$ cat src/rtl/truth_table_sweep.sv
// Sweeps an N_IN-input gate through every input vector in ascending order, HOLD cycles per vector.
// Optional TRUTH_TABLE_SIGNATURE_EN adds a 2**N_IN-bit signature output (bit k = y of vector k).
module truth_table_sweep #(
    parameter int N_IN = 2,
    parameter int HOLD = 1
) (
    input  logic            clk,
    input  logic            rst,
    input  logic            start,
    input  logic [2:0]      op,
    output logic [N_IN-1:0] vec,
    output logic            y,
    output logic            valid,
    output logic            busy,
    output logic            done,
    output logic [N_IN:0]   ones_cnt
`ifdef TRUTH_TABLE_SIGNATURE_EN
    ,
    output logic [(1<<N_IN)-1:0] signature
`endif
);
    typedef enum logic [1:0] {IDLE, RUN, DONE} state_t;

    localparam logic [7:0]      HOLD_LAST = 8'(HOLD - 1);
    localparam logic [N_IN-1:0] VEC_LAST  = '1;

    state_t          state_q, state_d;
    logic [2:0]      op_q, op_d;
    logic [7:0]      hold_q, hold_d;
    logic [N_IN-1:0] vec_q, vec_d;
    logic            y_q, y_d;
    logic            valid_q, valid_d;
    logic            busy_q, busy_d;
    logic            done_q, done_d;
    logic [N_IN:0]   ones_q, ones_d;
`ifdef TRUTH_TABLE_SIGNATURE_EN
    logic [(1<<N_IN)-1:0] sig_q, sig_d;
`endif

    // Unused op codes 6 and 7 fall through to AND.
    function automatic logic gate(input logic [2:0] sel, input logic [N_IN-1:0] v);
        case (sel)
            3'd1:    gate = |v;
            3'd2:    gate = ^v;
            3'd3:    gate = ~&v;
            3'd4:    gate = ~|v;
            3'd5:    gate = ~^v;
            default: gate = &v;
        endcase
    endfunction

    always_comb begin
        state_d = state_q;
        op_d    = op_q;
        hold_d  = hold_q;
        vec_d   = vec_q;
        y_d     = y_q;
        valid_d = 1'b0;
        busy_d  = busy_q;
        done_d  = 1'b0;
        ones_d  = ones_q;
`ifdef TRUTH_TABLE_SIGNATURE_EN
        sig_d   = sig_q;
`endif
        case (state_q)
            IDLE: begin
                if (start) begin
                    state_d = RUN;
                    op_d    = op;
                    hold_d  = '0;
                    vec_d   = '0;
                    y_d     = gate(op, {N_IN{1'b0}});
                    valid_d = 1'b1;
                    busy_d  = 1'b1;
                    ones_d  = (N_IN+1)'(y_d);
`ifdef TRUTH_TABLE_SIGNATURE_EN
                    sig_d    = '0;
                    sig_d[0] = y_d;
`endif
                end
            end
            RUN: begin
                if (hold_q == HOLD_LAST) begin
                    hold_d = '0;
                    // Stop after all-ones rather than letting the vector wrap to 0.
                    if (vec_q == VEC_LAST) begin
                        state_d = DONE;
                        busy_d  = 1'b0;
                        done_d  = 1'b1;
                    end else begin
                        vec_d   = vec_q + N_IN'(1);
                        y_d     = gate(op_q, vec_d);
                        valid_d = 1'b1;
                        ones_d  = ones_q + (N_IN+1)'(y_d);
`ifdef TRUTH_TABLE_SIGNATURE_EN
                        sig_d[vec_d] = y_d;
`endif
                    end
                end else begin
                    hold_d = hold_q + 8'd1;
                end
            end
            DONE:    state_d = IDLE;
            default: state_d = IDLE;
        endcase
    end

    always_ff @(posedge clk) begin
        if (rst) begin
            state_q <= IDLE;
            op_q    <= '0;
            hold_q  <= '0;
            vec_q   <= '0;
            y_q     <= 1'b0;
            valid_q <= 1'b0;
            busy_q  <= 1'b0;
            done_q  <= 1'b0;
            ones_q  <= '0;
`ifdef TRUTH_TABLE_SIGNATURE_EN
            sig_q   <= '0;
`endif
        end else begin
            state_q <= state_d;
            op_q    <= op_d;
            hold_q  <= hold_d;
            vec_q   <= vec_d;
            y_q     <= y_d;
            valid_q <= valid_d;
            busy_q  <= busy_d;
            done_q  <= done_d;
            ones_q  <= ones_d;
`ifdef TRUTH_TABLE_SIGNATURE_EN
            sig_q   <= sig_d;
`endif
        end
    end

    assign vec      = vec_q;
    assign y        = y_q;
    assign valid    = valid_q;
    assign busy     = busy_q;
    assign done     = done_q;
    assign ones_cnt = ones_q;
`ifdef TRUTH_TABLE_SIGNATURE_EN
    assign signature = sig_q;
`endif

endmodule
$ cat config.mk
export PLATFORM = sky130hd
export DESIGN_NAME = truth_table_sweep
export DESIGN_NICKNAME = d
export VERILOG_FILES = /design/src/rtl/truth_table_sweep.sv
export SDC_FILE = /design/constraint.sdc
export NUM_CORES = 1
export LEC_CHECK = 0
export BUFFER_PORTS_ARGS = -buffer_cell sky130_fd_sc_hd__buf_2
export CAP_MARGIN = 20
export CORE_MARGIN = 5
export CORE_UTILIZATION = 59
export CTS_BUF_LIST = sky130_fd_sc_hd__clkbuf_8
export DETAILED_ROUTE_END_ITERATION = 16
export MAX_ROUTING_LAYER = met4
export PLACE_DENSITY = 0.78
export RECOVER_POWER = 100
export SETUP_SLACK_MARGIN = 0.5
export SYNTH_ARGS = -nofsm -noshare
export SYNTH_HDL_FRONTEND = slang
export SYNTH_SLANG_ARGS = --single-unit
$ cat constraint.sdc
create_clock -name clk -period 2.7 [get_ports clk]
set_input_delay 0.54 -clock clk [delete_from_list [all_inputs] [get_ports clk]]
set_output_delay 0.54 -clock clk [all_outputs]
set_load 0.01 [all_outputs]
==> tab_implementation.tex <==
\begin{tabular}{lr}
\hline
Metric & Value \\
\hline
\multicolumn{2}{l}{\textbf{Critical path}} \\
Worst R2R Setup Slack & between 0.3 and 0.4 ns \\
Reg-to-reg critical path endpoint & ones\_cnt[2] \\
Origin of the worst setup path & vec[0] \\
Cell breakdown of the critical path & inv\_4 -> ha\_4 -> xnor2\_2 -> mux2i\_1 -> a211o\_1 -> ha\_1 -> ha\_1 -> inv\_1 -> or4\_1 -> a211oi\_1 \\
Most common cell type on the critical path & ha\_1 \\
Capturing element of the worst setup path & ones\_cnt[2] \\
Critical path data required time & roughly 2.9 ns \\
Highest fanout seen on the critical path & 4 \\
Cell with the largest stage delay on the worst path & or4\_1 \\
Longest individual stage delay on the worst path & between 0.4 and 0.5 ns \\
WP buf/inv & 2 \\
Category of the most critical setup path & reg2reg \\
Stages on worst setup path & 10 \\
Nature of the critical path startpoint & flop \\
Kind of end point of the critical path & flop \\
Critical path arrival & around 2.5 ns \\
Worst R2R Start & vec[0] \\
Worst-case reg-to-reg path depth & 10 \\
Cell type group with the largest total delay on the critical path & adder cells \\
\multicolumn{2}{l}{\textbf{Pwr}} \\
Worst IR drop on VDD & between 0.3 and 0.4 mV \\
Pwr/cell area & $\sim$500 nW/um\^{}2 \\
Leak pwr & about 0.52 nW \\
\multicolumn{2}{l}{\textbf{Routing}} \\
Vias after detailed routing & between 1000 and 1500 \\
Final wirelength & 2747 um \\
Number of nets with antenna violations after routing & 0 \\
Detailed-route vias per instance & 6.229 \\
Number of detailed-routing iterations run before antenna repair & 5 \\
Initial drt markers & 23 \\
DRC & 0 \\
Drt wl/cell & about 16 um \\
\multicolumn{2}{l}{\textbf{Global route}} \\
Global-route usage over all layers & a little over a fifth \\
Via count of the first global-routing pass & slightly above 1000 \\
Antenna violations before repair & 0 \\
Maximum number of pins on one net before global-route repair & 24 \\
Global route overflow & 0 \\
Global-route wire length before repair & around 4500 um \\
\multicolumn{2}{l}{\textbf{Placement}} \\
Weighted congestion reported at the end of routability-driven placement & between 0.8 and 0.9 \\
Number of buffer cells added on primary ports & 14 \\
Hpwl dp & $\sim$1900 um \\
\multicolumn{2}{l}{\textbf{Timing}} \\
Worst slew margin relative to its limit & approximately two fifths \\
Shortest period the worst path allows & approximately 2.4 ns \\
Final setup violation count & 0 \\
Number of hold violations in the final report & 0 \\
Slew @ Worst Pin & between 0.8 and 0.9 ns \\
Count of final max-slew check failures & 0 \\
Part of the cycle the worst path needs & approximately 87\% \\
Worst setup skew after layout & between 0.004 and 0.005 ns \\
Max Fclk & around 420 MHz \\
Total negative setup slack & 0 ns \\
Setup repair after global routing missed its margin & true \\
\multicolumn{2}{l}{\textbf{Logic synthesis}} \\
Leading area contributor after synthesis & dfxtp\_1 \\
Synth Instances & 132 \\
Area share of the largest cell type after synthesis & between 30\% and 40\% \\
Syn Std Cell Area & between 1000 and 1500 sq um \\
Compound-gate portion of the synthesized area & a little under a fifth \\
Net count after synthesis & 144 \\
Post-synth EDFFs & 0 \\
Adder and majority cell fraction of the synthesized area & 6.403\% \\
Synth warnings & 0 \\
Cell types occupying the most area after synthesis & dfxtp\_1, ha\_1, mux2i\_1 \\
Flop and latch count out of synthesis & 22 \\
XOR/XNOR Fraction of Synth Area & less than 1\% \\
Most numerous cell types in the synthesized netlist & dfxtp\_1, nor2\_1, a21oi\_1, nand2\_1, nor3\_1 \\
Proportion of synthesized area in mux cells & under 10\% \\
Most instantiated flip-flop cell in the synthesis netlist & dfxtp\_1 \\
Count leader, synth & dfxtp\_1 \\
Dominant combinational cell family by area after synthesis & simple AND/OR/NAND/NOR gates \\
Average cell area after synthesis & between 8 and 9 sq um \\
Async S/R FF share, synth & 0\% \\
Basic-gate share of the synthesized area counting and, or, nand and nor cells & approximately 28\% \\
Number of unique standard cell types used by synthesis & 41 \\
Share of synthesized area occupied by flip-flops and latches & a little under two fifths \\
\multicolumn{2}{l}{\textbf{Run status}} \\
Run status & finished, final reports clean \\
\multicolumn{2}{l}{\textbf{Floorplanning}} \\
Die area & between 2000 and 3000 sq um \\
Initial core utilization & 61.00\% \\
Die Width & around 55 um \\
Cell row count & 16 \\
Core Area & 1922 sq um \\
Die Y & about 55 um \\
I/O pin count & 15 \\
\multicolumn{2}{l}{\textbf{Job}} \\
Maximum capacitance violations & 0 \\
\multicolumn{2}{l}{\textbf{Clocking}} \\
Number of H-tree levels & 1 \\
Number of buffers between clock root and the deepest sink & 2 \\
Clock tree from TritonCTS & yes \\
Clk Latency, worst-skew pair & $\sim$0.26 ns \\
Number of clock sinks & 22 \\
Number of buffers inserted during clock tree synthesis & 3 \\
Clk Tree Root Cell & clkbuf\_8 \\
Clock transition at the register clock pins on the worst setup and hold paths after CTS & about 0.080 ns \\
\multicolumn{2}{l}{\textbf{Final layout}} \\
Core utilization of the finished layout & between 70\% and 80\% \\
Area growth, synth to finish & 15.15\% \\
Share of final-layout standard cells stronger than drive strength 1 & 15.54\% \\
\# fillers & 171 \\
Fin nets & roughly 160 \\
Antenna Diode Count & 0 \\
\multicolumn{2}{l}{\textbf{Min path}} \\
Type of the most critical hold path & reg2reg \\
\hline
\end{tabular}
## sequential cells by signal, indices dropped and copies added, names as in the netlist
signal and flops:
busy 1, hold_q 8, ones_cnt 3, state_q 2
valid 1, y 1, op_q 3, done 1
vec 2
## worst reg2reg max path, delay by kind of cell, from the launching register on
family	cells	cell delay [ns]
xor gates and xnor gates	1	0.11
buffers and inverters	2	0.11
adders and majority gates	3	0.56
and+or+nand+nor	1	0.49
AOI/OAI and AO/OA	2	0.33
muxes	1	0.25
DFF	1	0.43
## power by group
part           internal (W)  switching (W)   total, W
registers          0.000336      0.0000121   0.000349
logic             0.0000407      0.0000525  0.0000932
clock network      0.000130       0.000108   0.000238
total              0.000507       0.000173   0.000680
## cell type report
| class | count | area, sq um | share of cell area (%) |
|---|---|---|---|
| Inverter | 4 | 17.52 | 1.298 |
| Tap cell | 27 | 33.78 | 2.502 |
| Timing Repair Buffer | 18 | 86.33 | 6.395 |
| Sequential cell | 22 | 441.7 | 32.72 |
| Clock buffer | 4 | 55.05 | 4.078 |
| Multi-Input combinational cell | 100 | 715.7 | 53.01 |
## worst min path at each step
stage,from,to,slack [ns],cells after the start
after floorplan,state_q[1],valid,0.47,1
after global placement,ones_cnt[2],ones_cnt[2],0.48,2
after detailed placement,ones_cnt[1],ones_cnt[1],0.49,2
after CTS,ones_cnt[1],ones_cnt[1],0.50,2
after global routing,ones_cnt[2],ones_cnt[2],0.54,2
final,ones_cnt[2],ones_cnt[2],0.50,2
## per-stage QoR
stage	worst slack [ns]	total power (W)	instances	area [sq um]	hold WS, ns
after floorplan	0.4494	0.0004146	132	1191	0.4749
after global placement	0.4373	0.0004371	168	1279	0.4772
after detailed placement	0.3782	0.0004411	168	1279	0.4901
after CTS	0.4227	0.0006764	173	1361	0.5017
after global routing	0.1739	0.0007113	175	1350	0.5362
final	0.3396	0.0006797	175	1350	0.5043
## cell usage in the layout (no fill, tap or decap), drive strengths merged, types with 5 or more instances in the layout
cell    instances
nor3            8
a21oi           9
buf             9
nor2b           5
dfxtp          22
nand2           8
ha              6
clkbuf         13
o21ai           7
mux2i           5
nor2           13
## layer usage
metal | vias to the layer above | global-route usage (%) | part of all wire (%)
li1 | 526 | - | -
met1 | 525 | 25.87 | 45
met2 | 33 | 35.66 | 49
met5 | - | - | 0
met4 | 0 | 4.564 | 0.69
met3 | 6 | 5.177 | 5.5
## logic make-up after synthesis
group                      Yosys count
and+or+nand+nor                     54
AOI/OAI and AO/OA                   33
DFF                                 22
buffers and inverters               10
muxes                                6
adders and majority gates            6
xor gates and xnor gates             1
## timing repair
item | in CTS | in global routing
buffers inserted | 1 | 2
resized for setup | 5 | 4
endpoints found under the setup margin | 2 | 2
pin swaps | 0 | 4
hold buffers | 0 | 0
(Power assumes the default switching activity.)
